==> config.mk <==
export PLATFORM = sky130hd
export DESIGN_NAME = bist_controller
export DESIGN_NICKNAME = d
export VERILOG_FILES = /design/src/rtl/bist_controller_pkg.sv /design/src/rtl/bist_misr.sv /design/src/rtl/bist_controller.sv
export SDC_FILE = /design/constraint.sdc
export NUM_CORES = 1
export LEC_CHECK = 0
export CORE_UTILIZATION = 60
export DETAILED_ROUTE_END_ITERATION = 16
export PLACE_DENSITY = 0.86
export SYNTH_ARGS = -nofsm -noshare
export SYNTH_HDL_FRONTEND = slang
export SYNTH_SLANG_ARGS = --single-unit
==> constraint.sdc <==
create_clock -name CLK -period 3.3 [get_ports CLK]
set_input_delay 0.66 -clock CLK [delete_from_list [all_inputs] [get_ports CLK]]
set_output_delay 0.66 -clock CLK [all_outputs]
set_load 0.05 [all_outputs]
==> src/rtl/bist_controller_pkg.sv <==
// Shared types and constants for the BIST controller: FSM state encoding,
// LFSR feedback taps and the MISR feedback polynomial.
package bist_controller_pkg;

    typedef enum logic [2:0] {
        ST_IDLE,
        ST_INIT,
        ST_RUN,
        ST_FLUSH,
        ST_COMPARE,
        ST_DONE
    } state_t;

    // Feedback taps b7, b5, b4, b3 (x^8 + x^6 + x^5 + x^4 + 1)
    localparam logic [7:0]  LFSR_TAPS = 8'b1011_1000;

    // x^16 + x^12 + x^5 + 1 with the x^16 term implied
    localparam logic [15:0] MISR_POLY = 16'h1021;

    // One Fibonacci step: shift toward the MSB, parity of the taps enters bit 0
    function automatic logic [7:0] lfsr_next(input logic [7:0] cur);
        return {cur[6:0], ^(cur & LFSR_TAPS)};
    endfunction

    // An all-zero seed would lock the LFSR, so it is replaced by 8'h01
    function automatic logic [7:0] seed_or_one(input logic [7:0] seed);
        return (seed == 8'h00) ? 8'h01 : seed;
    endfunction

endpackage

==> src/rtl/bist_misr.sv <==
// 16-bit multiple-input signature register compacting two CUT response bits
// per cycle into a running signature.
module bist_misr
    import bist_controller_pkg::*;
(
    input  logic        clk,
    input  logic        rst,
    input  logic        en,
    input  logic        clr,
    input  logic [1:0]  data,
    output logic [15:0] sig
);

    // Shift-and-fold signature update; clear wins over enable
    always_ff @(posedge clk) begin
        if (rst || clr) begin
            sig <= '0;
        end else if (en) begin
            sig <= {sig[14:0], 1'b0} ^ (sig[15] ? MISR_POLY : 16'h0000) ^ {14'b0, data};
        end
    end

endmodule

==> src/rtl/bist_controller.sv <==
// Logic BIST controller: holds the CUT in reset, applies LFSR patterns,
// compacts the responses in a MISR and compares against a golden signature.
// In IDLE the functional stimulus passes straight through to the CUT.
module bist_controller
    import bist_controller_pkg::*;
#(
    parameter int          N_PAT   = 30,
    parameter int          RST_CYC = 2,
    parameter logic [7:0]  SEED    = 8'h01,
    parameter logic [15:0] GOLDEN  = 16'h0000
) (
    input  logic CLK,
    input  logic RST,
    input  logic bist_start,
    input  logic in_k,
    input  logic in_j,
    input  logic in_en,
    input  logic cut_synced_d,
    input  logic cut_sync_err_d,
    output logic cut_k,
    output logic cut_j,
    output logic cut_en,
    output logic cut_rst,
    output logic pass_fail,
    output logic bist_end,
    output logic bist_busy
);

    localparam int               CNT_MAX   = (N_PAT > RST_CYC) ? N_PAT : RST_CYC;
    localparam int               CNT_W     = $clog2(CNT_MAX + 1);
    localparam logic [CNT_W-1:0] INIT_LAST = CNT_W'(RST_CYC - 1);
    localparam logic [CNT_W-1:0] RUN_LAST  = CNT_W'(N_PAT - 1);
    localparam logic [7:0]       SEED_EFF  = seed_or_one(SEED);

    state_t           state;
    state_t           next_state;
    logic [CNT_W-1:0] cnt;
    logic             start_armed;
    logic             start_rise;
    logic [7:0]       lfsr;
    logic             misr_en;
    logic             misr_clr;
    logic [15:0]      signature;

    // start_armed holds the inverse of the previous bist_start sample, so its
    // reset value of 0 means "treat bist_start as already high": a request
    // held through reset release must drop before it can start a run.
    assign start_rise = bist_start && start_armed;

    // The first RUN cycle only sees the CUT's reset response, so compaction
    // starts one cycle late and the FLUSH cycle picks up the last response.
    assign misr_en  = ((state == ST_RUN) && (cnt != '0)) || (state == ST_FLUSH);
    assign misr_clr = (state == ST_INIT);

    // State register
    always_ff @(posedge CLK) begin
        if (RST) begin
            state <= ST_IDLE;
        end else begin
            state <= next_state;
        end
    end

    // Next-state selection; requests during a run are ignored, DONE waits for bist_start low
    always_comb begin
        next_state = state;
        case (state)
            ST_IDLE:    if (start_rise)         next_state = ST_INIT;
            ST_INIT:    if (cnt == INIT_LAST)   next_state = ST_RUN;
            ST_RUN:     if (cnt == RUN_LAST)    next_state = ST_FLUSH;
            ST_FLUSH:                           next_state = ST_COMPARE;
            ST_COMPARE:                         next_state = ST_DONE;
            ST_DONE:    if (!bist_start)        next_state = ST_IDLE;
            default:                            next_state = ST_IDLE;
        endcase
    end

    // Phase cycle counter, restarted on every state change
    always_ff @(posedge CLK) begin
        if (RST || (state != next_state)) begin
            cnt <= '0;
        end else if ((state == ST_INIT) || (state == ST_RUN)) begin
            cnt <= cnt + 1'b1;
        end
    end

    // Edge-detect flop for bist_start
    always_ff @(posedge CLK) begin
        if (RST) begin
            start_armed <= 1'b0;
        end else begin
            start_armed <= !bist_start;
        end
    end

    // Pattern generator: reseeded during INIT, stepped once per RUN cycle
    always_ff @(posedge CLK) begin
        if (RST || (state == ST_INIT)) begin
            lfsr <= SEED_EFF;
        end else if (state == ST_RUN) begin
            lfsr <= lfsr_next(lfsr);
        end
    end

    // Result flag: cleared at run start, updated in COMPARE, held otherwise
    always_ff @(posedge CLK) begin
        if (RST || (state == ST_INIT)) begin
            pass_fail <= 1'b0;
        end else if (state == ST_COMPARE) begin
            pass_fail <= (signature == GOLDEN);
        end
    end

    bist_misr u_misr (
        .clk  (CLK),
        .rst  (RST),
        .en   (misr_en),
        .clr  (misr_clr),
        .data ({cut_synced_d, cut_sync_err_d}),
        .sig  (signature)
    );

    // CUT stimulus mux and status outputs decoded from the state
    always_comb begin
        cut_k     = 1'b0;
        cut_j     = 1'b0;
        cut_en    = 1'b0;
        cut_rst   = 1'b0;
        bist_end  = 1'b0;
        bist_busy = 1'b1;
        case (state)
            ST_IDLE: begin
                cut_k     = in_k;
                cut_j     = in_j;
                cut_en    = in_en;
                bist_busy = 1'b0;
            end
            ST_INIT: begin
                cut_rst = 1'b1;
            end
            ST_RUN: begin
                {cut_k, cut_j, cut_en} = lfsr[2:0];
            end
            ST_DONE: begin
                bist_end  = 1'b1;
                bist_busy = 1'b0;
            end
            default: begin
            end
        endcase
    end

endmodule

==> run_results.csv, run 1 <==
group,metric,value,unit
cells_and_area,multi_input_comb_area,827,sq um
global_routing,gr-usage-all-layers,23.6,%
clocking,clockRootBuffer,"clkbuf_4",
global_routing,antenna_found_initial,0,
clocking,cts_buffers,5,
timing,finalSetupViolCount,0,
floorplan,io_pins,15,
clocking,h-tree-depth,2,
routing,drt_first_pass_iters,4,
logic_synthesis,synth_common_cells,"dfxtp_1, nor2_1, nand2_1",
routing,finalWirelength,2.95,mm
global_routing,grtUsageMet3,6.78,%
logic_synthesis,synth_edf_count,0,
clocking,cts_resized,0,
hold_path,min_path_type,"reg2reg",
routing,ant_nets,0,
power_and_ir_drop,max-vdd-ir-drop,387,uV
floorplan,die_h,53.6,um
timing,hold_viol,0,
logic_synthesis,ys_seq_area_share,42.5,%
power_and_ir_drop,seqPwrFrac,56.2,%
run_status,status,"finished, final reports clean",
floorplan,core.rowCount,18,
cells_and_area,design_area,1790,sq um
power_and_ir_drop,combinationalPowerShare,10.8,%
worst_setup_path,path_max_fanout,12,
power_and_ir_drop,intPower,0.548,mW
timing,min_period_over_period,91.2,%
logic_synthesis,syn_inst,175,
worst_setup_path,crit_type,"reg2out",
clocking,worstSkewPairLatency,0.34,ns
timing,fin_skew,0.0156,ns
clocking,cts_buffer_depth,2,
global_routing,grt_overflow,0,
logic_synthesis,synth_most_common_cell,"dfxtp_1",
routing,drtIter0Drc,25,
routing,drc,0,
cells_and_area,final-seq-area,681,sq um
cells_and_area,n_antenna_cell,0,
logic_synthesis,synth-async-reset-ratio,0,%
global_routing,grt_use_met1,24.7,%
logic_synthesis,synth_cell_types,36,
placement,place.gp.congestion,0.782,
clocking,clkTransAtPathRegs,0.11,ns
power_and_ir_drop,swShare,26.6,%
placement,placed_cell_area,1730,sq um
clocking,tritoncts,"yes",
timing,tightest_slew,0.560,ns
logic_synthesis,syn_avg_cell_area,9.14,sq um
logic_synthesis,yosysTopAreaCell,"dfxtp_1",
placement,dp_cells,211,
job,maxCapViolations,0,
cells_and_area,drive_gt1_share,11.1,%
cells_and_area,layout.nets,199,
timing,fin_tns_setup,0,ns
global_routing,grt_pass1_vias,1148,
cells_and_area,instances_no_fill,219,
power_and_ir_drop,power.density,416,nW/um^2
global_routing,grt_pass1_wl,4.72,mm
global_routing,met2_usage,41.9,%
worst_setup_path,end_kind,"output port",
logic_synthesis,synthDominantCellAreaShare,42.5,%
power_and_ir_drop,p_leak,0.577,nW
clocking,cts_hold_buf,0,
power_and_ir_drop,pwr-share-clk,33.0,%
timing,drv_slew,0,
worst_setup_path,worstSetupStartpointType,"register",
clocking,post_cts_buffers,0,
logic_synthesis,ys_ff_latch,34,
routing,vias,1260,
floorplan,die-area,2880,sq um
routing,via_per_inst,5.75,
logic_synthesis,synth_area,1600,sq um
placement,io_buffers,14,
cells_and_area,area_growth_syn_to_layout,12.0,%
logic_synthesis,ys.flop_type,"dfxtp_1",
floorplan,start_util,64.0,%
clocking,clkSinkCount,34,
logic_synthesis,synth_nets,186,
power_and_ir_drop,p_sw,0.198,mW
placement,place_hpwl,2.12,mm
routing,routedWlPerCell,13.5,um
timing,clock.fmax,0.332,GHz
timing,period_minus_slack,3.01,ns
worst_setup_path,cp_data_required_time,2.64,ns
floorplan,core,2500,sq um
timing,max_slew_margin,62.6,%
floorplan,die_w,53.6,um
global_routing,grt_max_degree,21,
global_routing,top_usage_layer,"met2",
worst_setup_path,ff2ff_setup_slack,1.51,ns
logic_synthesis,synth_area_leaders,"dfxtp_1, mux2i_1, xnor2_1",
worst_setup_path,crit_arrival,2.35,ns
logic_synthesis,ys_warn_count,0,
cells_and_area,n_fill_cell,189,
timing,grt_setup_unrepaired,"false",
[power groups by stage]
| stage | combinational (mW) | clock [mW] | sequential, mW |
|---|---|---|---|
| floorplan | 0.0584 | 0 | 0.425 |
| global placement | 0.0782 | 0 | 0.429 |
| detailed placement | 0.0805 | 0 | 0.429 |
| CTS | 0.0811 | 0.250 | 0.420 |
| global route | 0.0869 | 0.272 | 0.421 |
| finish | 0.0807 | 0.246 | 0.420 |
[sequential cells by signal (all words and copies together) (netlist names)]
name,flops
cnt,5
lfsr,8
pass_fail,1
start_armed,1
state,3
u_misr.sig,16
[stage by stage]
step,util (%),setup slack (ns),hold WS [ns],power (mW)
after CTS,71.7,0.281,0.467,0.751
after global routing,71.7,0.196,0.483,0.780
after floorplan,-,0.883,0.432,0.484
after global placement,69.2,0.508,0.439,0.507
final,71.7,0.290,0.467,0.747
after detailed placement,69.2,0.390,0.452,0.510
[layout by cell type, fill, tap and decap left out, types with 2 or more instances in the layout]
| cell | Yosys | final |
|---|---|---|
| a31oi_1 | 2 | 2 |
| nand2_1 | 19 | 19 |
| nand3_1 | 3 | 3 |
| mux2i_1 | 15 | 15 |
| nor3_1 | 6 | 6 |
| a21oi_1 | 10 | 10 |
| xnor2_1 | 12 | 12 |
| ha_1 | 3 | 3 |
| nor2_1 | 26 | 26 |
| buf_4 | 2 | 3 |
| a211oi_1 | 4 | 4 |
| inv_1 | 4 | 4 |
| a21oi_2 | 2 | 2 |
| nor3b_4 | 2 | 2 |
| clkdlybuf4s50_1 | 0 | 14 |
| dfxtp_1 | 34 | 34 |
| nor4_1 | 5 | 5 |
| clkbuf_4 | 0 | 5 |
[final timing paths]
check                       startpoint              endpoint  cells after the start
setup / recovery   state[0]$_SDFF_PP0_             bist_busy                      3
hold / removal    lfsr[6]$_SDFFE_PP0P_  lfsr[6]$_SDFFE_PP0P_                      2
setup reg to reg   state[1]$_SDFF_PP0_   cnt[1]$_SDFFE_PP0P_                      4
hold reg to reg   lfsr[6]$_SDFFE_PP0P_  lfsr[6]$_SDFFE_PP0P_                      2
[cell families after synthesis]
kind of cell / count (synthesis) / share of synthesized area [%]
flip-flops: 34 / 42.5
buffers and inverters: 16 / 5.79
multiplexers: 15 / 9.38
adder cells (fa/ha/maj): 3 / 2.35
XOR/XNOR: 12 / 6.57
AND/OR/NAND/NOR: 70 / 22.0
AO/OA/AOI/OAI: 25 / 11.4
[critical path, stage by stage, from the launching register on]
cell and delay (ns):
dfxtp_1 0.61, nand2b_1 0.24, or3b_2 0.45, clkdlybuf4s50_1 0.71
[metal layers]
metal | vias up | part of all wire [%]
met4 | 0 | 1.8
met3 | 7 | 4.5
met2 | 30 | 49
met5 | - | 0
li1 | 634 | -
met1 | 589 | 44
[area by class of cell]
type	count	share of cell area, %
clock buffer	6	2.86
clock inverter	2	0.698
inverter	5	1.19
multi-input combinational	125	46.1
sequential	34	38.0
tap	30	2.09
timing repair buffer	17	9.07
Power figures use the tool's default switching activity.
==> run 2: changes to the inputs <==
Settings changed: CORE_MARGIN set to 3, CORE_UTILIZATION 60 to 58, CTS_BUF_LIST set to sky130_fd_sc_hd__clkbuf_8, PLACE_DENSITY 0.86 to 0.84.
Clock period 3.3 ns to 2.95 ns, I/O delays scaled along.
==> run_results.csv, run 2 (same netlist as run 1, synthesis figures left out) <==
group,metric,value,unit
power_and_ir_drop,p_leak,0.618,nW
routing,vias,1238,
power_and_ir_drop,max-vdd-ir-drop,505,uV
power_and_ir_drop,power.density,585,nW/um^2
floorplan,die_w,58.5,um
hold_path,worstHoldStart,"lfsr[6]$_SDFFE_PP0P_",
global_routing,grt_max_degree,21,
clocking,clkSinkCount,34,
floorplan,die-area,3430,sq um
routing,finalWirelength,3.10,mm
timing,period_minus_slack,2.73,ns
clocking,clkTransAtPathRegs,0.07,ns
timing,fin_skew,0.00879,ns
worst_setup_path,worst_r2r_path_depth,4,
worst_setup_path,cp_data_required_time,2.36,ns
global_routing,grt_overflow,0,
global_routing,grt_pass1_vias,1264,
timing,max_slew_margin,60.6,%
timing,drv_slew,0,
global_routing,gr-usage-all-layers,22.0,%
worst_setup_path,cp_cell_sequence,"nand2b_1, or3b_2, clkdlybuf4s50_1",
clocking,cts_buffers,5,
cells_and_area,final_common_cell,"dfxtp_1",
cells_and_area,layout.nets,199,
job,maxCapViolations,0,
routing,routedWlPerCell,14.2,um
worst_setup_path,crit_arrival,2.14,ns
cells_and_area,design_area,1870,sq um
placement,place_ws,0.401,ns
timing,worst_slack,0.225,ns
routing,ant_nets,0,
cells_and_area,largest_register_ffs,16,
hold_path,min_to,"lfsr[6]$_SDFFE_PP0P_",
cells_and_area,final_cell_mix,"dfxtp_1, nor2_1, nand2_1",
cells_and_area,top_register,"u_misr.sig",
floorplan,core,2540,sq um
clocking,worstSkewPairLatency,0.30,ns
clocking,post_cts_buffers,0,
routing,drc,0,
floorplan,io_pins,15,
placement,io_buffers,14,
timing,clock.fmax,0.367,GHz
floorplan,die_h,58.5,um
cells_and_area,n_antenna_cell,0,
routing,drtIter0Drc,35,
routing,drt_first_pass_iters,4,
worst_setup_path,crit_type,"reg2out",
worst_setup_path,path_buf_inv,1,
worst_setup_path,ff2ff_setup_slack,1.13,ns
routing,via_per_inst,5.65,
worst_setup_path,timing.rr.end,"cnt[2]$_SDFFE_PP0P_",
cells_and_area,area_growth_syn_to_layout,16.6,%
worst_setup_path,worstSetupStartpointType,"register",
worst_setup_path,r2r-start,"state[1]$_SDFF_PP0_",
timing,min_period_over_period,92.4,%
cells_and_area,drive_gt1_share,13.2,%
timing,fin_tns_setup,0,ns
clocking,cts_buffer_depth,2,
clocking,h-tree-depth,2,
global_routing,grt_pass1_wl,5.58,mm
clocking,cts_hold_buf,0,
timing,finalSetupViolCount,0,
global_routing,antenna_found_initial,0,
clocking,clockRootBuffer,"clkbuf_8",
cells_and_area,reg.largest.list,"u_misr.sig x16, lfsr x8, cnt x5",
worst_setup_path,slowest_delay,0.71,ns
placement,place.gp.congestion,0.878,
worst_setup_path,slowest_stage,"clkdlybuf4s50_1",
cells_and_area,n_fill_cell,194,
clocking,cts_resized,0,
timing,tightest_slew,0.591,ns
floorplan,start_util,62.9,%
floorplan,core.rowCount,18,
worst_setup_path,cp_top_family,"buffers and inverters",
run_status,status,"finished, final reports clean",
timing,grt_setup_unrepaired,"false",
placement,placed_cell_area,1720,sq um
worst_setup_path,path_max_fanout,12,
hold_path,whs_path_depth,2,
worst_setup_path,end_kind,"output port",
clocking,tritoncts,"yes",
hold_path,min_path_type,"reg2reg",
timing,hold_viol,0,
placement,place_hpwl,2.21,mm
[run 2: cell types whose count changed in the layout (fill, tap and decap cells not counted), moves of 2 or more]
cell,previous run,this run
buf_4,3,6
bufinv_16,0,2
clkbuf_4,5,0
clkbuf_8,1,6
clkdlybuf4s50_1,14,11
[run 2: worst max-delay path by stage]
| stage | start | end | slack [ns] | cells past startpoint |
|---|---|---|---|---|
| after CTS | state[0]$_SDFF_PP0_ | bist_busy | 0.07 | 3 |
| after floorplan | state[2]$_SDFF_PP0_ | cut_en | 0.64 | 3 |
| final | state[0]$_SDFF_PP0_ | bist_busy | 0.22 | 3 |
| after detailed placement | state[0]$_SDFF_PP0_ | bist_busy | 0.40 | 3 |
| after global routing | state[0]$_SDFF_PP0_ | bist_busy | 0.15 | 3 |
| after global placement | state[0]$_SDFF_PP0_ | bist_busy | 0.46 | 3 |
[run 2: stage by stage]
stage / utilization, % / std cells / hold WS [ns] / total power [mW]
2_1_floorplan: - / 175 / 0.432 / 0.541
3_3_place_gp: 67.7 / 211 / 0.441 / 0.567
3_5_place_dp: 67.7 / 211 / 0.455 / 0.569
4_1_cts: 73.3 / 219 / 0.464 / 1.10
5_1_grt: 73.3 / 219 / 0.511 / 1.12
6_report: 73.3 / 219 / 0.462 / 1.09
[run 2: per-layer routing]
| layer | track usage (%) | routed length (um) |
|---|---|---|
| met1 | 24.5 | 1310 |
| met4 | 11.6 | 70 |
| met5 | 0 | 0 |
| met2 | 36.7 | 1530 |
| met3 | 7.89 | 186 |
[run 2: final cells by class]
cell class / instances / area, sq um / share of cell area [%]
Clock inverter: 2 / 60.1 / 3.22
Clock buffer: 6 / 82.6 / 4.43
Timing Repair Buffer: 17 / 155 / 8.32
Sequential cell: 34 / 682 / 36.6
Multi-Input combinational cell: 125 / 827 / 44.3
Tap cell: 30 / 37.5 / 2.01
Inverter: 5 / 21.3 / 1.14
[run 2: tightest hold or removal path, delay by kind of cell (launching register included)]
| kind | cells | cell delay [ns] |
|---|---|---|
| AO/OA/AOI/OAI | 1 | 0.05 |
| AND/OR/NAND/NOR | 1 | 0.05 |
| flip-flops | 1 | 0.31 |
[run 2: power breakdown]
part / internal, mW / switching [mW]
logic: 0.0351 / 0.0547
registers: 0.463 / 0.00679
clock network: 0.360 / 0.172
total: 0.858 / 0.233
==> run 3: changes to the inputs <==
Settings changed: SLEW_MARGIN set to 0.
==> results of run 3 <==
No change in the layout: final DEF, timing and power equal those of run 2.
